[config.mk]
export PLATFORM = sky130hd
export DESIGN_NAME = pacman_dir_ctrl
export DESIGN_NICKNAME = d
export VERILOG_FILES = /design/src/rtl/pacman_dir_ctrl.sv
export SDC_FILE = /design/constraint.sdc
export NUM_CORES = 1
export LEC_CHECK = 0
export ABC_AREA = 1
export CORE_ASPECT_RATIO = 0.7
export CORE_MARGIN = 4
export CORE_UTILIZATION = 43
export DETAILED_ROUTE_END_ITERATION = 12
export GPL_ROUTABILITY_DRIVEN = 0
export PLACE_DENSITY_LB_ADDON = 0.2
export SKIP_CTS_REPAIR_TIMING = 1
export SYNTH_ARGS = -nofsm -noshare
export SYNTH_HDL_FRONTEND = slang
export SYNTH_SLANG_ARGS = --single-unit
[constraint.sdc]
create_clock -name clk -period 4.83 [get_ports clk]
set_clock_uncertainty 0.2 [all_clocks]
set_input_delay 0.966 -clock clk [delete_from_list [all_inputs] [get_ports clk]]
set_output_delay 0.966 -clock clk [all_outputs]
set_load 0.1 [all_outputs]
[src/rtl/pacman_dir_ctrl.sv]
// Keyboard-to-motion stage: debounces arrow keys once per frame, buffers the latest
// turn request and releases it when the sprite's tile alignment allows the turn.
module pacman_dir_ctrl #(
  parameter int DEBOUNCE_FRAMES = 2,
  parameter int TILE_LOG2       = 5,
  parameter int PENDING_TIMEOUT = 15
) (
  input  logic               clk,
  input  logic               resetN,
  input  logic               startOfFrame,
  input  logic               key_right,
  input  logic               key_left,
  input  logic               key_down,
  input  logic               key_up,
  input  logic signed [10:0] topLeftX,
  input  logic signed [10:0] topLeftY,
  output logic               move_down,
  output logic               move_right,
  output logic               move_up,
  output logic               move_left,
  output logic [2:0]         pending_dir,
  output logic [2:0]         cur_dir
);

  typedef enum logic [1:0] {IDLE_ST, WAIT_ST, SAMPLE_ST, DECIDE_ST} state_t;

  localparam logic [2:0]  DIR_NONE  = 3'd0;
  localparam logic [2:0]  DIR_RIGHT = 3'd1;
  localparam logic [2:0]  DIR_LEFT  = 3'd2;
  localparam logic [2:0]  DIR_DOWN  = 3'd3;
  localparam logic [2:0]  DIR_UP    = 3'd4;
  localparam logic [2:0]  DEB_MAX   = 3'(DEBOUNCE_FRAMES);
  localparam logic [5:0]  TMO_MAX   = 6'(PENDING_TIMEOUT);
  localparam logic [10:0] TILE_MASK = 11'((1 << TILE_LOG2) - 1);

  function automatic logic is_vert(input logic [2:0] d);
    return (d == DIR_DOWN) || (d == DIR_UP);
  endfunction

  function automatic logic [2:0] reverse_of(input logic [2:0] d);
    case (d)
      DIR_RIGHT: return DIR_LEFT;
      DIR_LEFT:  return DIR_RIGHT;
      DIR_DOWN:  return DIR_UP;
      DIR_UP:    return DIR_DOWN;
      default:   return DIR_NONE;
    endcase
  endfunction

  // Output bit order {down, right, up, left}
  function automatic logic [3:0] dir_onehot(input logic [2:0] d);
    case (d)
      DIR_DOWN:  return 4'b1000;
      DIR_RIGHT: return 4'b0100;
      DIR_UP:    return 4'b0010;
      DIR_LEFT:  return 4'b0001;
      default:   return 4'b0000;
    endcase
  endfunction

  state_t     state;
  logic [3:0] key_q;          // {up, down, left, right}: index i maps to code i+1
  logic [2:0] deb_cnt [4];
  logic [2:0] deb_cnt_nxt [4];
  logic [5:0] tmo_cnt;
  logic [3:0] move_q;
  logic [3:0] new_req;
  logic [2:0] req_dir;
  logic       x_aligned;
  logic       y_aligned;
  logic       issue_ok;

  always_comb begin
    // NOTE: every always_comb output gets a default first so no path can infer a latch.
    new_req = '0;
    req_dir = DIR_NONE;
    for (int i = 0; i < 4; i++) begin
      if (!key_q[i])                 deb_cnt_nxt[i] = '0;
      else if (deb_cnt[i] == DEB_MAX) deb_cnt_nxt[i] = deb_cnt[i];
      else                           deb_cnt_nxt[i] = deb_cnt[i] + 3'd1;
      new_req[i] = (deb_cnt_nxt[i] == DEB_MAX) && (deb_cnt[i] != DEB_MAX);
    end
    // Highest code wins, which matches up > down > left > right
    for (int i = 0; i < 4; i++)
      if (new_req[i]) req_dir = 3'(i + 1);
  end

  // Two's-complement low bits: negative multiples of the tile size also read as aligned
  assign x_aligned = (topLeftX & TILE_MASK) == '0;
  assign y_aligned = (topLeftY & TILE_MASK) == '0;

  assign issue_ok = (cur_dir == DIR_NONE)
                 || (pending_dir == reverse_of(cur_dir))
                 || ( is_vert(pending_dir) && !is_vert(cur_dir) && x_aligned)
                 || (!is_vert(pending_dir) &&  is_vert(cur_dir) && y_aligned);

  always_ff @(posedge clk or negedge resetN) begin
    if (!resetN) begin
      state       <= IDLE_ST;
      key_q       <= '0;
      tmo_cnt     <= '0;
      move_q      <= '0;
      pending_dir <= DIR_NONE;
      cur_dir     <= DIR_NONE;
      // NOTE: these counters are a handful of flops, not a RAM, so resetting them is cheap and required.
      for (int i = 0; i < 4; i++) deb_cnt[i] <= '0;
    end else begin
      case (state)
        IDLE_ST: if (startOfFrame) state <= WAIT_ST;
        WAIT_ST: begin
          if (startOfFrame) begin
            key_q  <= {key_up, key_down, key_left, key_right};
            move_q <= '0;   // hold ends on the edge after the next frame start
            state  <= SAMPLE_ST;
          end
        end
        SAMPLE_ST: begin
          for (int i = 0; i < 4; i++) deb_cnt[i] <= deb_cnt_nxt[i];
          if (req_dir != DIR_NONE) begin
            pending_dir <= req_dir;
            tmo_cnt     <= '0;
          end
          state <= DECIDE_ST;
        end
        DECIDE_ST: begin
          state <= WAIT_ST;
          if (pending_dir != DIR_NONE) begin
            if (pending_dir == cur_dir) begin
              pending_dir <= DIR_NONE;
              tmo_cnt     <= '0;
            end else if (issue_ok) begin
              cur_dir     <= pending_dir;
              move_q      <= dir_onehot(pending_dir);
              pending_dir <= DIR_NONE;
              tmo_cnt     <= '0;
            end else if (tmo_cnt + 6'd1 == TMO_MAX) begin
              pending_dir <= DIR_NONE;
              tmo_cnt     <= '0;
            end else begin
              tmo_cnt <= tmo_cnt + 6'd1;
            end
          end
        end
        default: state <= IDLE_ST;
      endcase
    end
  end

  assign {move_down, move_right, move_up, move_left} = move_q;

endmodule

# Word-level counts from Yosys, hierarchy flattened
# Cells that the tools add are included.
[classes]
n_addsub = 5
n_mul = 0
n_div = 0
magnitude_cmp = 0
n_eq_ne = 33
shifts = 0
n_mux = 34
bitwise_logic = 1
n_reduce_logical = 29
[op_table]
columns = ["operator", "count"]
rows = [
  ["3-bit 2-to-1 mux", 16],
  ["3-bit by 2-bit equality test with 1-bit output, second input constant", 12],
  ["6-bit 2-to-1 mux", 5],
  ["11-bit zero test", 2],
  ["4-bit 2-to-1 mux", 4],
  ["4-bit one-hot mux with 4 select lines", 1],
  ["3-bit by 1-bit adder with 3-bit output, second input constant", 4],
  ["2-bit != test, second input constant", 6],
  ["3-bit by 2-bit != test with 1-bit output, second input constant", 4],
  ["3-bit one-hot mux with 4 select lines", 1],
  ["6-bit one-hot mux with 2 select lines", 1],
  ["1-bit logical AND", 8],
  ["2-bit one-hot mux with 4 select lines", 1],
  ["4-bit one-hot mux with 2 select lines", 1],
  ["4-bit AND reduction", 2],
  ["6-bit by 1-bit adder with 6-bit output, second input constant", 1],
  ["3-bit by 1-bit equality test with 1-bit output, second input constant", 2],
  ["3-bit equality test", 2],
  ["3-bit equality test, second input constant", 2],
  ["6-bit by 4-bit equality test with 1-bit output, second input constant", 1],
  ["3-bit one-hot mux with 2 select lines", 1],
  ["3-bit nonzero test", 2],
  ["1-bit logical OR", 5],
  ["5-bit AND reduction", 1],
  ["12 further kinds", 17],
]
[totals]
register_bits = 34
latch_bits = 0
mem_bits_rw = 0
romBits = 0
inputBits = 29
out_inout_bits = 10
mem_count = 0

# Longest topological paths before layout
[depth]
ltp_word = 12
ltp_mapped = 14
depth_no_buf = 13

# Worst setup path before layout
# Ideal clock, no wire load.
[synth_timing]
kind = "register to register"
startpoint = "register pending_dir[2]"
endpoint = "register pending_dir[2]"
setup_time_ps = 67
arrival_ps = 2090
setup_slack_ps = 2473
stages_incl_launch_ff = 13
period_less_slack_ps = 2357
path_cell_list = "dfrtp_1 inv_1 nand3_2 nand2_2 nand3_2 nand2_2 nor2_4 nand2_4 nor2_8 nand2_4 nand2_2 nand2_1 nand2_1"
[synth_between]
elab_chain_cells = 10
word_cells_on_any_way = 21
[synth_lines]
columns = ["element", "line_no", "rtl"]
rows = [
  ["start, declared", "21", "output logic [2:0] pending_dir,"],
  ["start signal, assigned", "120", "pending_dir <= req_dir;"],
  ["3-bit by 2-bit equality test with 1-bit output or 3-bit equality test (tied branches)", "37", "return (d == DIR_DOWN) || (d == DIR_UP);"],
  ["1-bit logical OR", "37", ""],
  ["1-bit logical AND or 1-bit zero test (tied branches)", "94, 95", ""],
  ["1-bit logical AND (on tied branches)", "94, 95", ""],
  ["1-bit logical OR or 1-bit logical AND (tied branches)", "94, 95", ""],
  ["1-bit logical OR", "95", "|| (!is_vert(pending_dir) && is_vert(cur_dir) && y_aligned);"],
  ["3-bit 2-to-1 mux", "131", "end else if (issue_ok) begin"],
  ["3-bit 2-to-1 mux", "128", "if (pending_dir == cur_dir) begin"],
  ["3-bit 2-to-1 mux", "127", "if (pending_dir != DIR_NONE) begin"],
  ["3-bit one-hot mux with 2 select lines", "108", "case (state)"],
]
# Parallel ways exist; a longest one is shown, timed or not. The select of a mux whose other input is x is not followed.
# A chain may end at the register's enable or synchronous reset.

# Worst setup path in the final report
[layout_timing]
startpoint = "register cur_dir[0]"
endpoint = "output port cur_dir[0]"
[layout_rtl]
columns = ["element", "line_no", "rtl"]
rows = [
  ["start, declared", "22", "output logic [2:0] cur_dir"],
  ["start signal, assigned", "132", "cur_dir <= pending_dir;"],
]
# No word-level cell between the ends.

==> flow_summary.toml <==
[sta]
finalSetupTns_ps = 0
rsz0062_at_grt = "no"
tightest_slew_ps = 974
relSlewSlack = 0.349
hold_ws_ps = 270
finalSetupViolCount = 0
layout_min_cycle_time_ps = 3240
period_share = 0.670
max_freq_mhz = 309
drv_slew = 0
hold_viol = 0

[min_path]
hold_class = "reg -> reg"

[setup_path]
worstSetupStartpointType = "flop"
required_ps = 3660
worstPathMaxFanout = 10
path_delay_family = "buffers and inverters"
worstSetupPathType = "reg -> out"
critPathSlowestCell = "clkdlybuf4s50_1"
worst-path-buf-inv = 1
slowest_delay_ps = 1210
arrival_ps = 2070
cp_cell_sequence = "clkdlybuf4s50_1"
endpoint_kind = "output port"
reg2reg_slack_ps = 2100

[synthesis]
ys_types = 31
synth_fa_ha_area_frac = 0.0824
synth_seq_cells = 34
synth_top_family_by_area = "simple AND/OR/NAND/NOR gates"
postSynthCellCount = 289
ys_seq_area_frac = 0.373
synth_mux_area_frac = 0.00988
synth_area_mm2 = 0.00228
avgSynthCellArea_um2 = 7.88
synth-xor-area-share = 0.0461
synth_edf_count = 0
yosysWarnings = 0
synth-simple-area-share = 0.349
synth_compound_area_frac = 0.0648
synthArstFlopShare = 1.00
synth.net_count = 333
synth-main-ff-cell = "dfrtp_1"

[run_status]
outcome = "finished, final reports clean"

[drt]
drc = 0
via_per_inst = 5.02
dr.pass1.iters = 4
wl_per_cell_um = 12.1
ant_nets = 0
wl_um = 4640
drt_iter0_drc = 111
via_count = 1922

[placement]
io_buffers = 26
place_inst = 377
place_hpwl_um = 3510

[pwr]
power_density_mw_per_mm2 = 586
leakage_nw = 1.28
ir_worst_vdd_mv = 0.289

[layout]
diodes = 0
multi_input_area_mm2 = 0.00126
fillCellCount = 483
area_growth_pct = 16.5
nets = 359
seq_area_um2 = 851
drive_above_1_share = 0.0924
fin_cells = 383

[cts]
path_clk_slew_ps = 60
cts.path.max_buffers = 2
cts.sinks = 34
cts_buffers = 5
cts_root_buffer = "clkbuf_8"
tritoncts = "built"
cts_htree_levels = 2
clock_latency_ps = 280

[die]
core_mm2 = 0.00494
start_util = 0.461
die_w_um = 95.0
rows = 21
die_h_um = 68.9
dieArea_mm2 = 0.00655
pin_count = 39

[grt]
grt-ovfl-total = 0
grt_start_max_net_pins = 35
grt_usage = 0.162
antenna_found_initial = 0
grt_pass1_vias = 1804
grt_pass1_wl_um = 8160

[run]
cap_violations = 0
-- power breakdown --
part           switching, W  internal [W]
combinational      0.000589      0.000282
sequential         0.000106      0.000374
clock             0.0000960      0.000110
total              0.000791      0.000766
-- cell type report --
cell class,instances,share of cell area
Multi-Input combinational cell,218,0.474
Clock buffer,6,0.0311
Timing Repair Buffer,27,0.101
Inverter,29,0.0410
Tap cell,69,0.0325
Sequential cell,34,0.320
-- routing by layer --
layer,vias to the layer above,share of wire,GRT usage
li1,990,-,-
met1,901,0.53,0.228
met2,31,0.43,0.255
met3,0,0.042,0.0390
met4,0,0,0.0324
met5,-,0,0
-- layout by cell type (no fill, tap or decap) --
| cell | instances |
|---|---|
| nand2_1 | 76 |
| dfrtp_1 | 34 |
| nand3_1 | 28 |
| inv_1 | 27 |
| clkdlybuf4s50_1 | 26 |
| nor2_1 | 22 |
| ha_1 | 15 |
| o21ai_0 | 10 |
| nand2_2 | 8 |
| a21oi_1 | 8 |
| xor2_1 | 7 |
| nand4_1 | 7 |
| nand3b_1 | 6 |
| clkbuf_8 | 6 |
| xnor2_1 | 5 |
| o21ai_1 | 4 |
| nor3_1 | 3 |
| nand3_2 | 3 |
| o22ai_1 | 2 |
| o2111ai_1 | 2 |
| nor2_4 | 2 |
| nor2_2 | 2 |
| nand2_4 | 2 |
| mux2_2 | 2 |
| clkinv_1 | 1 |
| nand3b_4 | 1 |
| inv_2 | 1 |
| nor2_8 | 1 |
| o21bai_1 | 1 |
| nor4_1 | 1 |
| buf_4 | 1 |
-- cell usage after synthesis (2+ instances only) --
master / count / area, um2
a21oi_1: 8 / 40.0
buf_4: 4 / 30.0
buf_6: 2 / 22.5
clkbuf_1: 2 / 7.51
dfrtp_1: 34 / 851
ha_1: 15 / 188
inv_1: 27 / 101
mux2_2: 2 / 22.5
nand2_1: 76 / 285
nand2_2: 8 / 50.1
nand2_4: 2 / 22.5
nand3_1: 28 / 140
nand3_2: 3 / 30.0
nand3b_1: 6 / 45.0
nand4_1: 7 / 43.8
nor2_1: 22 / 82.6
nor2_2: 2 / 12.5
nor2_4: 2 / 22.5
nor3_1: 3 / 15.0
o2111ai_1: 2 / 17.5
o21ai_0: 10 / 50.1
o21ai_1: 4 / 20.0
o22ai_1: 2 / 12.5
xnor2_1: 5 / 43.8
xor2_1: 7 / 61.3
-- path summary, 6_finish.rpt --
| path | start | cells past startpoint | to |
|---|---|---|---|
| worst max-delay path | cur_dir[0] | 1 | cur_dir[0] |
| worst max register to register | state[0] | 11 | tmo_cnt[4] |
| worst min register to register | move_q[0] | 2 | move_q[0] |
| max in group asynchronous | resetN | 2 | move_q[2] |
| min in group asynchronous | resetN | 2 | deb_cnt[1] |
| worst min-delay path | move_q[0] | 2 | move_q[0] |
-- registers in the layout, indices dropped and copies added, names as in the netlist --
signal,cells
cur_dir,3
deb_cnt,12
key_q,4
move_q,4
pending_dir,3
state,2
tmo_cnt,6
-- through the flow --
step / power (W) / instance area [um2] / util / setup slack [ps]
6_report: 0.00156 / 2660 / 0.537 / 1590
5_1_grt: 0.00171 / 2660 / 0.537 / 1530
2_1_floorplan: 0.00126 / 2280 / - / 2470
4_1_cts: 0.00157 / 2660 / 0.537 / 1580
3_5_place_dp: 0.00136 / 2570 / 0.521 / 1890
3_3_place_gp: 0.00134 / 2570 / 0.521 / 1890
-- cell families after synthesis --
group                    Yosys count
flip-flops                        34
AND/OR/NAND/NOR                  162
multiplexers                       2
adder cells (fa/ha/maj)           15
AO/OA/AOI/OAI                     27
buffers and inverters             37
XOR/XNOR                          12
(Power assumes the default switching activity.)
